File: src/rtl/saturn_bus_cmd_sequencer_if.sv
// Request/bus-issue bundle for the Saturn bus command sequencer.
// The master side pushes bursts and acks issued words; the slave side is the sequencer.
interface saturn_bus_cmd_sequencer_if #(
  parameter int unsigned DEPTH_LOG2 = 5
);
  logic                  clk_en;
  logic [3:0]            phases;
  logic [1:0]            req_valid;
  logic [9:0]            req_data;
  logic [1:0]            req_last;
  logic [1:0]            req_ready;
  logic [1:0]            grant;
  logic                  bus_valid;
  logic [4:0]            bus_data;
  logic                  bus_ack;
  logic [DEPTH_LOG2:0]   level;
  logic                  busy;
  logic                  error;

  modport master (
    output clk_en, phases, req_valid, req_data, req_last, bus_ack,
    input  req_ready, grant, bus_valid, bus_data, level, busy, error
  );

  modport slave (
    input  clk_en, phases, req_valid, req_data, req_last, bus_ack,
    output req_ready, grant, bus_valid, bus_data, level, busy, error
  );
endinterface

File: src/rtl/saturn_bus_cmd_sequencer.sv
// Two-requester burst arbiter feeding a circular word queue that drains to the bus
// controller one word per phase-0 ack.
module saturn_bus_cmd_sequencer #(
  parameter int unsigned DEPTH_LOG2 = 5
) (
  input  logic                       clk,
  input  logic                       reset,
  saturn_bus_cmd_sequencer_if.slave  bus
);
  localparam int unsigned DEPTH = 1 << DEPTH_LOG2;
  localparam int unsigned WW    = 5;
  localparam int unsigned LW    = DEPTH_LOG2 + 1;

  typedef enum logic {IDLE, BURST} state_t;

  state_t                state, state_nxt;
  logic [WW-1:0]         mem [DEPTH];
  logic [DEPTH_LOG2-1:0] wr_ptr, rd_ptr, wr_ptr_nxt, rd_ptr_nxt;
  logic [LW-1:0]         level, level_nxt;
  logic [1:0]            grant, grant_nxt;
  logic                  rr_ptr, rr_nxt;
  logic                  error, error_nxt;
  logic                  bus_valid;
  logic [WW-1:0]         bus_data, bus_data_nxt;
  logic                  busy;

  logic [WW-1:0]         word [2];
  logic [1:0]            win;
  logic                  win_idx;
  logic                  sel;
  logic                  not_full;
  logic                  push;
  logic                  pop;
  logic [WW-1:0]         push_word;
  logic                  unused_phases;

  assign word[0]       = bus.req_data[4:0];
  assign word[1]       = bus.req_data[9:5];
  assign not_full      = (level != LW'(DEPTH));
  assign sel           = grant[1];
  assign unused_phases = ^bus.phases[3:1];

  // Idle arbitration: a lone requester wins, contention goes to the one not served last.
  always_comb begin
    win     = 2'b00;
    win_idx = 1'b0;
    if (state == IDLE && bus.clk_en) begin
      case (bus.req_valid)
        2'b01:   begin win = 2'b01; win_idx = 1'b0; end
        2'b10:   begin win = 2'b10; win_idx = 1'b1; end
        2'b11:   begin win_idx = ~rr_ptr; win = rr_ptr ? 2'b01 : 2'b10; end
        default: begin win = 2'b00; win_idx = 1'b0; end
      endcase
    end
  end

  assign bus.req_ready = (grant | win) & {2{not_full}};

  // Next-state: burst ownership, push selection and sticky protocol error.
  always_comb begin
    state_nxt = state;
    grant_nxt = grant;
    rr_nxt    = rr_ptr;
    error_nxt = error;
    push      = 1'b0;
    push_word = word[0];
    case (state)
      IDLE: begin
        if ((win != 2'b00) && not_full) begin
          rr_nxt = win_idx;
          if (word[win_idx][4]) begin
            push      = 1'b1;
            push_word = word[win_idx];
            if (!bus.req_last[win_idx]) begin
              state_nxt = BURST;
              grant_nxt = win;
            end
          end else begin
            error_nxt = 1'b1;
          end
        end
      end
      BURST: begin
        if (bus.clk_en && bus.req_valid[sel] && not_full) begin
          push      = 1'b1;
          push_word = word[sel];
          if (bus.req_last[sel]) begin
            state_nxt = IDLE;
            grant_nxt = 2'b00;
          end
        end
      end
      default: begin
        state_nxt = IDLE;
        grant_nxt = 2'b00;
      end
    endcase
  end

  assign pop        = bus.clk_en & bus.phases[0] & bus_valid & bus.bus_ack;
  assign wr_ptr_nxt = wr_ptr + DEPTH_LOG2'(push);
  assign rd_ptr_nxt = rd_ptr + DEPTH_LOG2'(pop);
  assign level_nxt  = level + LW'(push) - LW'(pop);

  // Head after this cycle; a word written into an otherwise empty queue bypasses the array.
  always_comb begin
    bus_data_nxt = '0;
    if (level_nxt != '0) begin
      if (push && (wr_ptr == rd_ptr_nxt)) bus_data_nxt = push_word;
      else                                bus_data_nxt = mem[rd_ptr_nxt];
    end
  end

  always_ff @(posedge clk) begin
    if (!reset && push) mem[wr_ptr] <= push_word;
  end

  always_ff @(posedge clk) begin
    if (reset) begin
      state     <= IDLE;
      wr_ptr    <= '0;
      rd_ptr    <= '0;
      level     <= '0;
      grant     <= 2'b00;
      rr_ptr    <= 1'b0;
      error     <= 1'b0;
      bus_valid <= 1'b0;
      bus_data  <= '0;
      busy      <= 1'b0;
    end else begin
      state     <= state_nxt;
      wr_ptr    <= wr_ptr_nxt;
      rd_ptr    <= rd_ptr_nxt;
      level     <= level_nxt;
      grant     <= grant_nxt;
      rr_ptr    <= rr_nxt;
      error     <= error_nxt;
      bus_valid <= (level_nxt != '0);
      bus_data  <= bus_data_nxt;
      busy      <= (grant_nxt != 2'b00) || (level_nxt != '0);
    end
  end

  assign bus.grant     = grant;
  assign bus.bus_valid = bus_valid;
  assign bus.bus_data  = bus_data;
  assign bus.level     = level;
  assign bus.busy      = busy;
  assign bus.error     = error;
endmodule

File: src/flat_wrapper.sv
// flat-port wrapper written by rule: the top's interface ports become plain ports
module saturn_bus_cmd_sequencer_flat 
#(
  parameter int unsigned DEPTH_LOG2 = 5
)
  (clk, reset, bus_clk_en, bus_phases, bus_req_valid, bus_req_data, bus_req_last, bus_bus_ack, bus_req_ready, bus_grant, bus_bus_valid, bus_bus_data, bus_level, bus_busy, bus_error);
  saturn_bus_cmd_sequencer_if #(.DEPTH_LOG2(DEPTH_LOG2)) bus_i ();
  input  logic clk;
  input  logic reset;
  input wire logic [$bits(bus_i.clk_en)-1:0] bus_clk_en;
  input wire logic [$bits(bus_i.phases)-1:0] bus_phases;
  input wire logic [$bits(bus_i.req_valid)-1:0] bus_req_valid;
  input wire logic [$bits(bus_i.req_data)-1:0] bus_req_data;
  input wire logic [$bits(bus_i.req_last)-1:0] bus_req_last;
  input wire logic [$bits(bus_i.bus_ack)-1:0] bus_bus_ack;
  output wire logic [$bits(bus_i.req_ready)-1:0] bus_req_ready;
  output wire logic [$bits(bus_i.grant)-1:0] bus_grant;
  output wire logic [$bits(bus_i.bus_valid)-1:0] bus_bus_valid;
  output wire logic [$bits(bus_i.bus_data)-1:0] bus_bus_data;
  output wire logic [$bits(bus_i.level)-1:0] bus_level;
  output wire logic [$bits(bus_i.busy)-1:0] bus_busy;
  output wire logic [$bits(bus_i.error)-1:0] bus_error;
  assign bus_i.clk_en = bus_clk_en;
  assign bus_i.phases = bus_phases;
  assign bus_i.req_valid = bus_req_valid;
  assign bus_i.req_data = bus_req_data;
  assign bus_i.req_last = bus_req_last;
  assign bus_i.bus_ack = bus_bus_ack;
  assign bus_req_ready = bus_i.req_ready;
  assign bus_grant = bus_i.grant;
  assign bus_bus_valid = bus_i.bus_valid;
  assign bus_bus_data = bus_i.bus_data;
  assign bus_level = bus_i.level;
  assign bus_busy = bus_i.busy;
  assign bus_error = bus_i.error;
  saturn_bus_cmd_sequencer #(.DEPTH_LOG2(DEPTH_LOG2)) u_core (.clk(clk), .reset(reset), .bus(bus_i));
endmodule
File: config.mk
export PLATFORM = sky130hd
export DESIGN_NAME = saturn_bus_cmd_sequencer_flat
export DESIGN_NICKNAME = d
export VERILOG_FILES = /design/src/rtl/saturn_bus_cmd_sequencer_if.sv /design/src/rtl/saturn_bus_cmd_sequencer.sv /design/src/flat_wrapper.sv
export SDC_FILE = /design/constraint.sdc
export NUM_CORES = 1
export LEC_CHECK = 0
export ABC_AREA = 1
export BUFFER_PORTS_ARGS = -buffer_cell sky130_fd_sc_hd__clkbuf_2
export CORE_UTILIZATION = 42
export DETAILED_ROUTE_END_ITERATION = 12
export GPL_TIMING_DRIVEN = 0
export MAX_ROUTING_LAYER = met4
export PLACE_DENSITY = 0.65
export SYNTH_ARGS = -nofsm -noshare
export SYNTH_HDL_FRONTEND = slang
export SYNTH_SLANG_ARGS = --single-unit
File: constraint.sdc
create_clock -name clk -period 3.36 [get_ports clk]
set_input_delay 0.504 -clock clk [delete_from_list [all_inputs] [get_ports clk]]
set_output_delay 0.504 -clock clk [all_outputs]
set_load 0.02 [all_outputs]
==> results of run 1 <==
-- state kept, by name, summed over array words and instances, names as in the netlist --
signal	count
u_core.bus.busy	1
u_core.bus.error	1
u_core.wr_ptr	5
u_core.bus.bus_valid	1
u_core.bus.level	6
u_core.bus.bus_data	5
u_core.bus.grant	2
u_core.mem	160
u_core.state	1
u_core.rd_ptr	5
u_core.rr_ptr	1
-- layer usage --
layer,routed length (microns),track usage,vias up
li1,-,-,3118
met1,8790,0.262,2911
met2,9450,0.320,206
met3,1200,0.0340,41
met4,604,0.0941,0
met5,0,-,-
-- cell type report --
type	count	share of cell area
clock inverters	15	0.0162
flip-flops and latches	188	0.553
repair buffers	38	0.0204
well taps	265	0.0341
plain buffers	36	0.0164
inverters	105	0.0406
clock buffers	17	0.0438
multi-input cells	593	0.276
-- worst paths after layout --
path / slack [ps] / endpoint / from / cells past startpoint
worst min register to register: 490 / u_core.bus.error / u_core.bus.error / 2
worst min-delay path: 490 / u_core.rr_ptr / bus_req_valid[1] / 3
worst max register to register: 210 / u_core.bus.bus_data[3] / u_core.bus.level[2] / 14
worst max-delay path: 210 / u_core.bus.bus_data[3] / u_core.bus.level[2] / 14
-- what timing repair did --
item / 4_1_cts / 5_1_grt
buffers inserted: 0 / 0
endpoints found under the setup margin: 5 / 6
resized for setup: 1 / 5
pin swaps: 0 / 1
-- stage by stage --
step                      area (sq um)  setup WS, ps  cells  setup TNS (ps)
after global routing              9710          13.9   1257               0
final                             9710           213   1257               0
after detailed placement          9110         -97.0   1225            -326
after CTS                         9700          42.3   1257               0
after floorplan                   8580           665    922               0
after global placement            9090          -876   1222          -29040
-- Yosys cell counts --
library cell / count
o21ai_0: 13
xnor2_1: 1
or2_2: 2
a21oi_4: 1
buf_2: 16
nand3_2: 7
nor2_4: 1
a21oi_1: 17
edfxtp_1: 160
nand4_1: 9
nand2_4: 2
o211ai_1: 2
buf_4: 1
xor2_1: 1
and2_1: 1
clkbuf_1: 13
fa_1: 1
nand4_2: 1
inv_1: 101
nand3b_1: 1
nand2_1: 335
nor2_1: 74
dfxtp_1: 28
ha_1: 12
nand3_1: 111
inv_2: 4
nor2_2: 1
buf_1: 6
-- kinds of logic after synthesis --
| group | synth area share |
|---|---|
| adder cells (fa/ha/maj) | 0.0198 |
| flip-flops | 0.625 |
| AND/OR/NAND/NOR | 0.267 |
| AO/OA/AOI/OAI | 0.0211 |
| XOR/XNOR | 0.00204 |
| buffers and inverters | 0.0644 |
-- power by group --
part / internal [W] / total, W / switching (W)
combinational: 0.000361 / 0.00120 / 0.000835
sequential: 0.00264 / 0.00268 / 0.0000418
clock: 0.00105 / 0.00198 / 0.000926
-- critical path: cells and delay by family (launching register included) --
family / cells / cell delay (ps)
DFF: 1 / 360
and+or+nand+nor: 5 / 990
adders and majority gates: 3 / 870
buffers and inverters: 3 / 300
AOI/OAI and AO/OA: 2 / 270
xor gates and xnor gates: 1 / 220
==> metrics, run 1 <==
worst path arrival time approximately 3500 ps; Final period util 0.937; Ys Warns 0; Setup Skew 9.16 ps; DIE WIDTH approximately 140 microns; CTS tree done; Final setup viols 0; Max Slew Vio Count 0; maximum buffer depth of the clock tree 2; Pwr Total 0.00585 W; most area-consuming cells after synthesis edfxtp_1, nand2_1, dfxtp_1; Worst setup SP type flop; H-Tree Level Count 4; initial antenna violation count 0; nets@finish just over 1000; sequential-to-total area share from yosys stat 0.625; Worst slew margin 0.0589; slowest cell delay on critical path 430 ps; layout cells sized above 1 0.111; CP max-delay cell fa_1; Avg Inst Size Synth 9.31 sq um; FF+latch count, synth ~190; die area around 21000 sq um; I/O Pins 40; vias per std cell between 4 and 5; Net Count, Synth 957; I/O Buffers 35; chip height 145 microns; DRC 0; Fill cells 1799; cell count after synthesis roughly 900; diodes inserted 0; Clock Pin Slew Worst Setup and Hold Paths 70 ps; first-pass GRT wire length 31.3 mm; final WL 20.1 mm; fin util 0.492; cell taking the most area after synthesis edfxtp_1; max_cap viols 0; Initial Util 0.435; clock sinks 188; core area a little under 20000 sq um; CTS Hold Bufs 0; pin count of the biggest net entering global routing 34; CP required 3690 ps; Hold Path Class primary input to flop; library cells used by synthesis 28; Final Critical Period 3150 ps; top-area cell type share of the netlist area 0.560; synthesis-to-layout area growth 13.1%; Wirelength per Cell 16.0 microns; FF+latch area around 5400 sq um; status completed; class of the most critical setup path flop to flop; unrepaired setup endpoints after global routing false; Fin. Hold Viols 0; CP Cell Sequence inv_1 -> ha_1 -> nand4_1 -> nand4_1 -> nand2_1 -> ha_1 -> inv_1 -> fa_1 -> xor2_1 -> nand3_1 -> o21ai_1 -> nand3_2 -> inv_2 -> a21oi_1; initial DRC count 552; GP Congestion 0.905; CP max FO 6; most common cell after layout, fill and taps aside nand2_1; Mapped Area 8580 sq um; CTS buffer count 17; Root Driver clkbuf_16; Worst-Margin Slew roughly 1400 ps; antenna-violating nets left 0; Core Rows 51; VDD IR max 0.368 mV; Crit. End Element flop; pwr/cell area 603 nW/um^2; Leak 4.10 nW; GRT overflow 0; Max Clk Rate 318 MHz; via count between 6000 and 7000; footprint of the multi-input gates 2680 sq um; Post-DP HPWL 13.8 mm; vias in the first global route slightly below 6000; DRT Pass-1 Iters 5; commonest non-fill, non-tap cells in the layout nand2_1, edfxtp_1, nand3_1; Hold Slack roughly 500 ps; GRT Util Overall 0.205; Clock Latency Late Sink 450 ps
Note: power is estimated with default switching activity, not from simulation.
==> run 2: changes to the inputs <==
--- a/config.mk
+++ b/config.mk
@@ -5,13 +5,13 @@
 export SDC_FILE = /design/constraint.sdc
 export NUM_CORES = 1
 export LEC_CHECK = 0
-export ABC_AREA = 1
+export ABC_AREA = 0
 export BUFFER_PORTS_ARGS = -buffer_cell sky130_fd_sc_hd__clkbuf_2
-export CORE_UTILIZATION = 42
+export CORE_UTILIZATION = 34
 export DETAILED_ROUTE_END_ITERATION = 12
 export GPL_TIMING_DRIVEN = 0
 export MAX_ROUTING_LAYER = met4
-export PLACE_DENSITY = 0.65
+export PLACE_DENSITY = 0.56
 export SYNTH_ARGS = -nofsm -noshare
 export SYNTH_HDL_FRONTEND = slang
 export SYNTH_SLANG_ARGS = --single-unit
==> run 2 against run 1 <==
Effect of this change:
- via count shrank 29%
- register-to-register slack is essentially flat
- critical path depth shrank 5
- fmax grew 0.40%
- setup slack gained 13 ps
- synthesized cell count shrank 46%
- flip-flop and latch count is the same
- sequential power is essentially flat
- clock skew grew 6.0 ps
- clock-buffer cell count grew 1
- largest power group unchanged
- critical endpoint unchanged
==> metrics, run 2 <==
status completed; Worst setup SP type flop; CP max FO 10; commonest non-fill, non-tap cells in the layout edfxtp_1, nor2_1, mux4_2; sequential-to-total area share from yosys stat 0.675; most common cell after layout, fill and taps aside edfxtp_1; Critical Path Sink u_core.bus.bus_data[3]; GP Congestion about 0.86; P_int a little over 0.004 W; Final setup viols 0; CP most frequent cell ha_1; Post-DP HPWL 11.4 mm; top-area cell type share of the netlist area 0.605; pin count of the biggest net entering global routing 34; post-route setup slack 226 ps; library cells used by synthesis 49; Post-synth top cells edfxtp_1, nor2_1, mux4_2; Post-Place Setup Slack -418 ps; Final period util 0.933; Largest Register u_core.mem; slowest cell delay on critical path 480 ps; clock network power share 0.349; CTS buffer count 17; Worst slew margin 0.444; Critical R2R Launch u_core.bus.bus_valid; cell count after synthesis about 500; Avg Inst Size Synth 16.0 sq um; max_cap viols 0; DRT Pass-1 Iters 5; maximum buffer depth of the clock tree 2; r2r endpoint u_core.bus.bus_data[3]; pwr/cell area 602 nW/um^2; Worst setup startpoint u_core.bus.bus_valid; Leak 3.00 nW; Clock Pin Slew Worst Setup and Hold Paths 70 ps; GRT Util Overall 0.155; class of the most critical setup path flop to flop; Post-synth EDFFs 160; Core Rows 55; core area roughly 23000 sq um; H-Tree Level Count 4; fin util 0.400; Ys Warns 0; unrepaired setup endpoints after global routing false; Setup Skew 15.1 ps; Hold Path Class primary input to flop; synthesis-to-layout area growth 14.7%; Comb pwr share 0.164; DRC 0; Root Driver clkbuf_16; die area 24000 sq um; first-pass GRT wire length 26.3 mm; initial antenna violation count 0; sw power 0.00141 W; Switching Fraction 0.257; Crit. End Element flop; CP required about 3700 ps; CP max-delay cell ha_1; clock sinks 188; Wirelength per Cell 19.2 microns; cell taking the most area after synthesis edfxtp_1; Reg2Reg Setup Slack 230 ps; layout cells sized above 1 0.252; chip height 155 microns; biggest regs u_core.mem (160), u_core.bus.level (6); Initial Util 0.349; Mapped Area between 7000 and 8000 sq um; CP Cell Sequence and4_1 -> ha_1 -> ha_1 -> buf_4 -> mux4_2 -> mux2_2 -> a222oi_1 -> nor3b_1 -> nor3_2; hold depth 2; worst r2r path cells 9; Final Critical Period 3130 ps; Max Clk Rate 319 MHz; vias per std cell just over 5; Fin. Hold Viols 0; max reg flops between 150 and 200; count leader, synth edfxtp_1; via count 4433; I/O Buffers 36; final WL 16.9 mm; diodes inserted 0; antenna-violating nets left 0; Worst-Margin Slew roughly 830 ps; worst path arrival time 3430 ps; I/O Pins 40; most area-consuming cells after synthesis edfxtp_1, mux4_2, dfxtp_1; vias in the first global route 4600; GRT overflow 0; CTS tree done; Max Slew Vio Count 0; VDD IR max 0.262 mV; register share of total power 0.487; Clock Latency Late Sink 430 ps; Net Count, Synth 532; asr flop ratio synth 0; FF+latch count, synth 188; Main synth FF type edfxtp_1; nets@finish 587; initial DRC count 451; DIE WIDTH 155 microns
==> run 2: critical path, delay by kind of cell, from the launching register on <==
family / cells / cell delay, ps
AO/OA/AOI/OAI: 1 / 480
adder cells (fa/ha/maj): 2 / 720
AND/OR/NAND/NOR: 3 / 580
buffers and inverters: 1 / 280
multiplexers: 2 / 630
flip-flops: 1 / 310
==> run 2: area by class of cell <==
| cell class | instances | area, sq um |
|---|---|---|
| fillers | 2077 | 13700 |
| flip-flops and latches | 188 | 5370 |
| multi-input cells | 270 | 2410 |
| clock buffers | 18 | 429 |
| well taps | 313 | 392 |
| repair buffers | 38 | 203 |
| clock inverters | 13 | 126 |
| plain buffers | 22 | 125 |
| inverters | 15 | 56.3 |
==> run 2: routing by layer <==
metal / wire, microns / GRT usage / up-vias
li1: - / - / 2026
met1: 7580 / 0.194 / 2268
met2: 8280 / 0.252 / 117
met3: 654 / 0.0256 / 22
met4: 346 / 0.0618 / 0
met5: 0 / - / -
==> run 2: cell families after synthesis <==
group / synth area share
adder cells (fa/ha/maj): 0.0214
multiplexers: 0.137
AO/OA/AOI/OAI: 0.0367
buffers and inverters: 0.0233
AND/OR/NAND/NOR: 0.0876
flip-flops: 0.675
XOR/XNOR: 0.0187
==> run 2: power by group through the flow <==
stage	Clock (W)	Sequential [W]	Combinational, W
2_1_floorplan	0	0.00279	0.000547
3_3_place_gp	0	0.00272	0.000869
3_5_place_dp	0	0.00272	0.000899
4_1_cts	0.00194	0.00267	0.000907
5_1_grt	0.00202	0.00268	0.000985
6_report	0.00191	0.00267	0.000898
==> run 2: how the worst min path moves through the flow <==
stage / from / endpoint
finish: reset / u_core.rd_ptr[0]
CTS: reset / u_core.rd_ptr[0]
global route: reset / u_core.rd_ptr[0]
floorplan: u_core.rr_ptr / u_core.rr_ptr
detailed placement: u_core.bus.error / u_core.bus.error
global placement: u_core.bus.error / u_core.bus.error
==> run 2: stage by stage <==
stage / total power [W] / TNS (ps) / hold WS [ps] / cell area, sq um / std cells
6_report: 0.00548 / 0 / 384 / 9110 / 877
5_1_grt: 0.00568 / 0 / 386 / 9110 / 877
4_1_cts: 0.00552 / 0 / 370 / 9100 / 878
3_5_place_dp: 0.00362 / -1910 / 479 / 8530 / 847
3_3_place_gp: 0.00359 / -30390 / 454 / 8520 / 846
2_1_floorplan: 0.00334 / 0 / 462 / 7940 / 497
==> run 2: what timing repair did <==
action | 4_1_cts | 5_1_grt
gates cloned | 0 | 0
hold buffers | 0 | 0
setup buffers | 0 | 1
resized for setup | 4 | 2
setup endpoints to repair | 5 | 6
==> run 3: changes to the inputs <==
--- a/config.mk
+++ b/config.mk
@@ -11,7 +11,6 @@
 export DETAILED_ROUTE_END_ITERATION = 12
 export GPL_TIMING_DRIVEN = 0
 export MAX_ROUTING_LAYER = met4
-export PLACE_DENSITY = 0.56
 export SYNTH_ARGS = -nofsm -noshare
 export SYNTH_HDL_FRONTEND = slang
 export SYNTH_SLANG_ARGS = --single-unit
==> run 3 against run 2 <==
Effect of this change:
- final area is 0.54% higher
- combinational power is 0.9% lower
- wire length shrank 0.42%
- core utilization up 0.21 points
- global-route usage shrank 0.33 points
- sequential share of layout area is 0.31 points lower
- sequential power barely moved
- non-clock buffer count unchanged
- register-to-register slack about the same
- critical path type unchanged
- highest routed layer unchanged
==> metrics, run 3 (synthesis results as in run 2) <==
Setup TNS 0 ps; initial antenna violation count 0; Worst slew margin 0.429; Fin. Hold Viols 0; Post-Place Setup Slack -438 ps; I/O Pins 40; CTS buffer count 17; GP Congestion ~0.89; Worst setup SP type flop; synthesis-to-layout area growth 15.3%; DP Cell Count roughly 850; vias in the first global route 4431; Final setup viols 0; Leak ~3.0 nW; Clock Latency Late Sink 420 ps; CTS tree done; Crit. End Element flop; H-Tree Level Count 4; DIE WIDTH 155 microns; CP Cell Sequence and4_1 -> ha_1 -> ha_1 -> buf_4 -> mux4_2 -> mux2_2 -> a222oi_1 -> nor3b_1 -> nor3_1; most common cell after layout, fill and taps aside edfxtp_1; Core Rows 55; DRT Pass-1 Iters 5; Post-DP HPWL 11.2 mm; core area around 23000 sq um; Wirelength per Cell 19.1 microns; Initial Util 0.349; Hold Path Class primary input to flop; Clock Pin Slew Worst Setup and Hold Paths 70 ps; status completed; FF+latch area roughly 5400 sq um; Pwr Total roughly 0.0056 W; Fill cells 2031; Final Critical Period approximately 3100 ps; max reg flops 160; Max Slew Vio Count 0; clock sinks 188; first-pass GRT wire length 25.7 mm; CTS Hold Bufs 0; worst path arrival time ~3400 ps; CP required 3660 ps; CP max-delay cell ha_1; fin util 0.402; via count 4404; class of the most critical setup path flop to flop; Root Driver clkbuf_16; post-route setup slack 235 ps; CP max FO 10; unrepaired setup endpoints after global routing false; CP most frequent cell ha_1; nets@finish between 500 and 600; slowest cell delay on critical path 490 ps; layout cells sized above 1 0.253; Final period util 0.930; max_cap viols 0; pin count of the biggest net entering global routing 34; Setup Skew ~12 ps; non-filler cells, final slightly below 900; Worst-Margin Slew 853 ps; antenna-violating nets left 0; die area 24000 sq um; I/O Buffers 36; initial DRC count slightly above 400; Max Clk Rate about 320 MHz; GRT overflow 0; DRC 0; GRT Util Overall 0.152; final WL approximately 17 mm; pwr/cell area 610 nW/um^2; biggest regs u_core.mem (160), u_core.bus.level (6); footprint of the multi-input gates 2410 sq um; Largest Register u_core.mem; chip height 155 microns; vias per std cell 5.02; VDD IR max between 0.3 and 0.4 mV; diodes inserted 0; commonest non-fill, non-tap cells in the layout edfxtp_1, nor2_1, mux4_2; maximum buffer depth of the clock tree 2
-- run 3: changes by cell type in the layout (fill, tap and decap cells not counted) --
cell,change
buf_16,+1
buf_8,-1
bufinv_16,+1
clkinv_1,-1
clkinv_2,-1
clkinv_4,+3
clkinvlp_4,-2
inv_6,+1
nor3_1,+1
nor3_2,-1
-- run 3: worst paths after layout --
check,start,to,slack (ps),cells past startpoint
setup / recovery,u_core.bus.bus_valid,u_core.bus.bus_data[3],240,9
hold / removal,reset,u_core.rd_ptr[0],380,2
setup reg to reg,u_core.bus.bus_valid,u_core.bus.bus_data[3],240,9
hold reg to reg,u_core.bus.error,u_core.bus.error,480,2
-- run 3: area by class of cell --
| type | count | share of cell area |
|---|---|---|
| Timing Repair Buffer | 38 | 0.0235 |
| Clock buffer | 18 | 0.0469 |
| Clock inverter | 14 | 0.0183 |
| Tap cell | 313 | 0.0428 |
| Inverter | 15 | 0.00615 |
| Buffer | 22 | 0.0137 |
| Sequential cell | 188 | 0.586 |
| Multi-Input combinational cell | 270 | 0.263 |
-- run 3: where the power goes --
group	leakage (nW)	switching [W]	total, W	internal, W
sequential	1.67	0.0000401	0.00267	0.00263
combinational	1.08	0.000528	0.000890	0.000362
clock	0.288	0.000854	0.00203	0.00117
total	3.03	0.00142	0.00559	0.00416
-- run 3: repair_timing --
action                                 4_1_cts  5_1_grt
setup buffers                                0        1
gates resized for setup                      2        3
pin swaps                                    0        1
endpoints found under the hold margin        0        0
setup endpoints to repair                    4        7
-- run 3: critical path, delay by kind of cell, from the launching register on --
family                   cells  cell delay, ps
AO/OA/AOI/OAI                1             480
adder cells (fa/ha/maj)      2             730
buffers and inverters        1             290
flip-flops                   1             310
multiplexers                 2             640
AND/OR/NAND/NOR              3             540
-- run 3: through the flow --
| stage | hold WS (ps) | instance area, sq um |
|---|---|---|
| 2_1_floorplan | 462 | 7940 |
| 3_3_place_gp | 458 | 8520 |
| 3_5_place_dp | 465 | 8550 |
| 4_1_cts | 362 | 9150 |
| 5_1_grt | 382 | 9160 |
| 6_report | 375 | 9160 |
-- run 3: metal layers --
metal | global-route usage | up-vias | routed length [microns]
met5 | - | - | 0
met4 | 0.0462 | 0 | 221
met3 | 0.0326 | 13 | 805
met2 | 0.238 | 126 | 8140
met1 | 0.197 | 2240 | 7620
li1 | - | 2025 | -
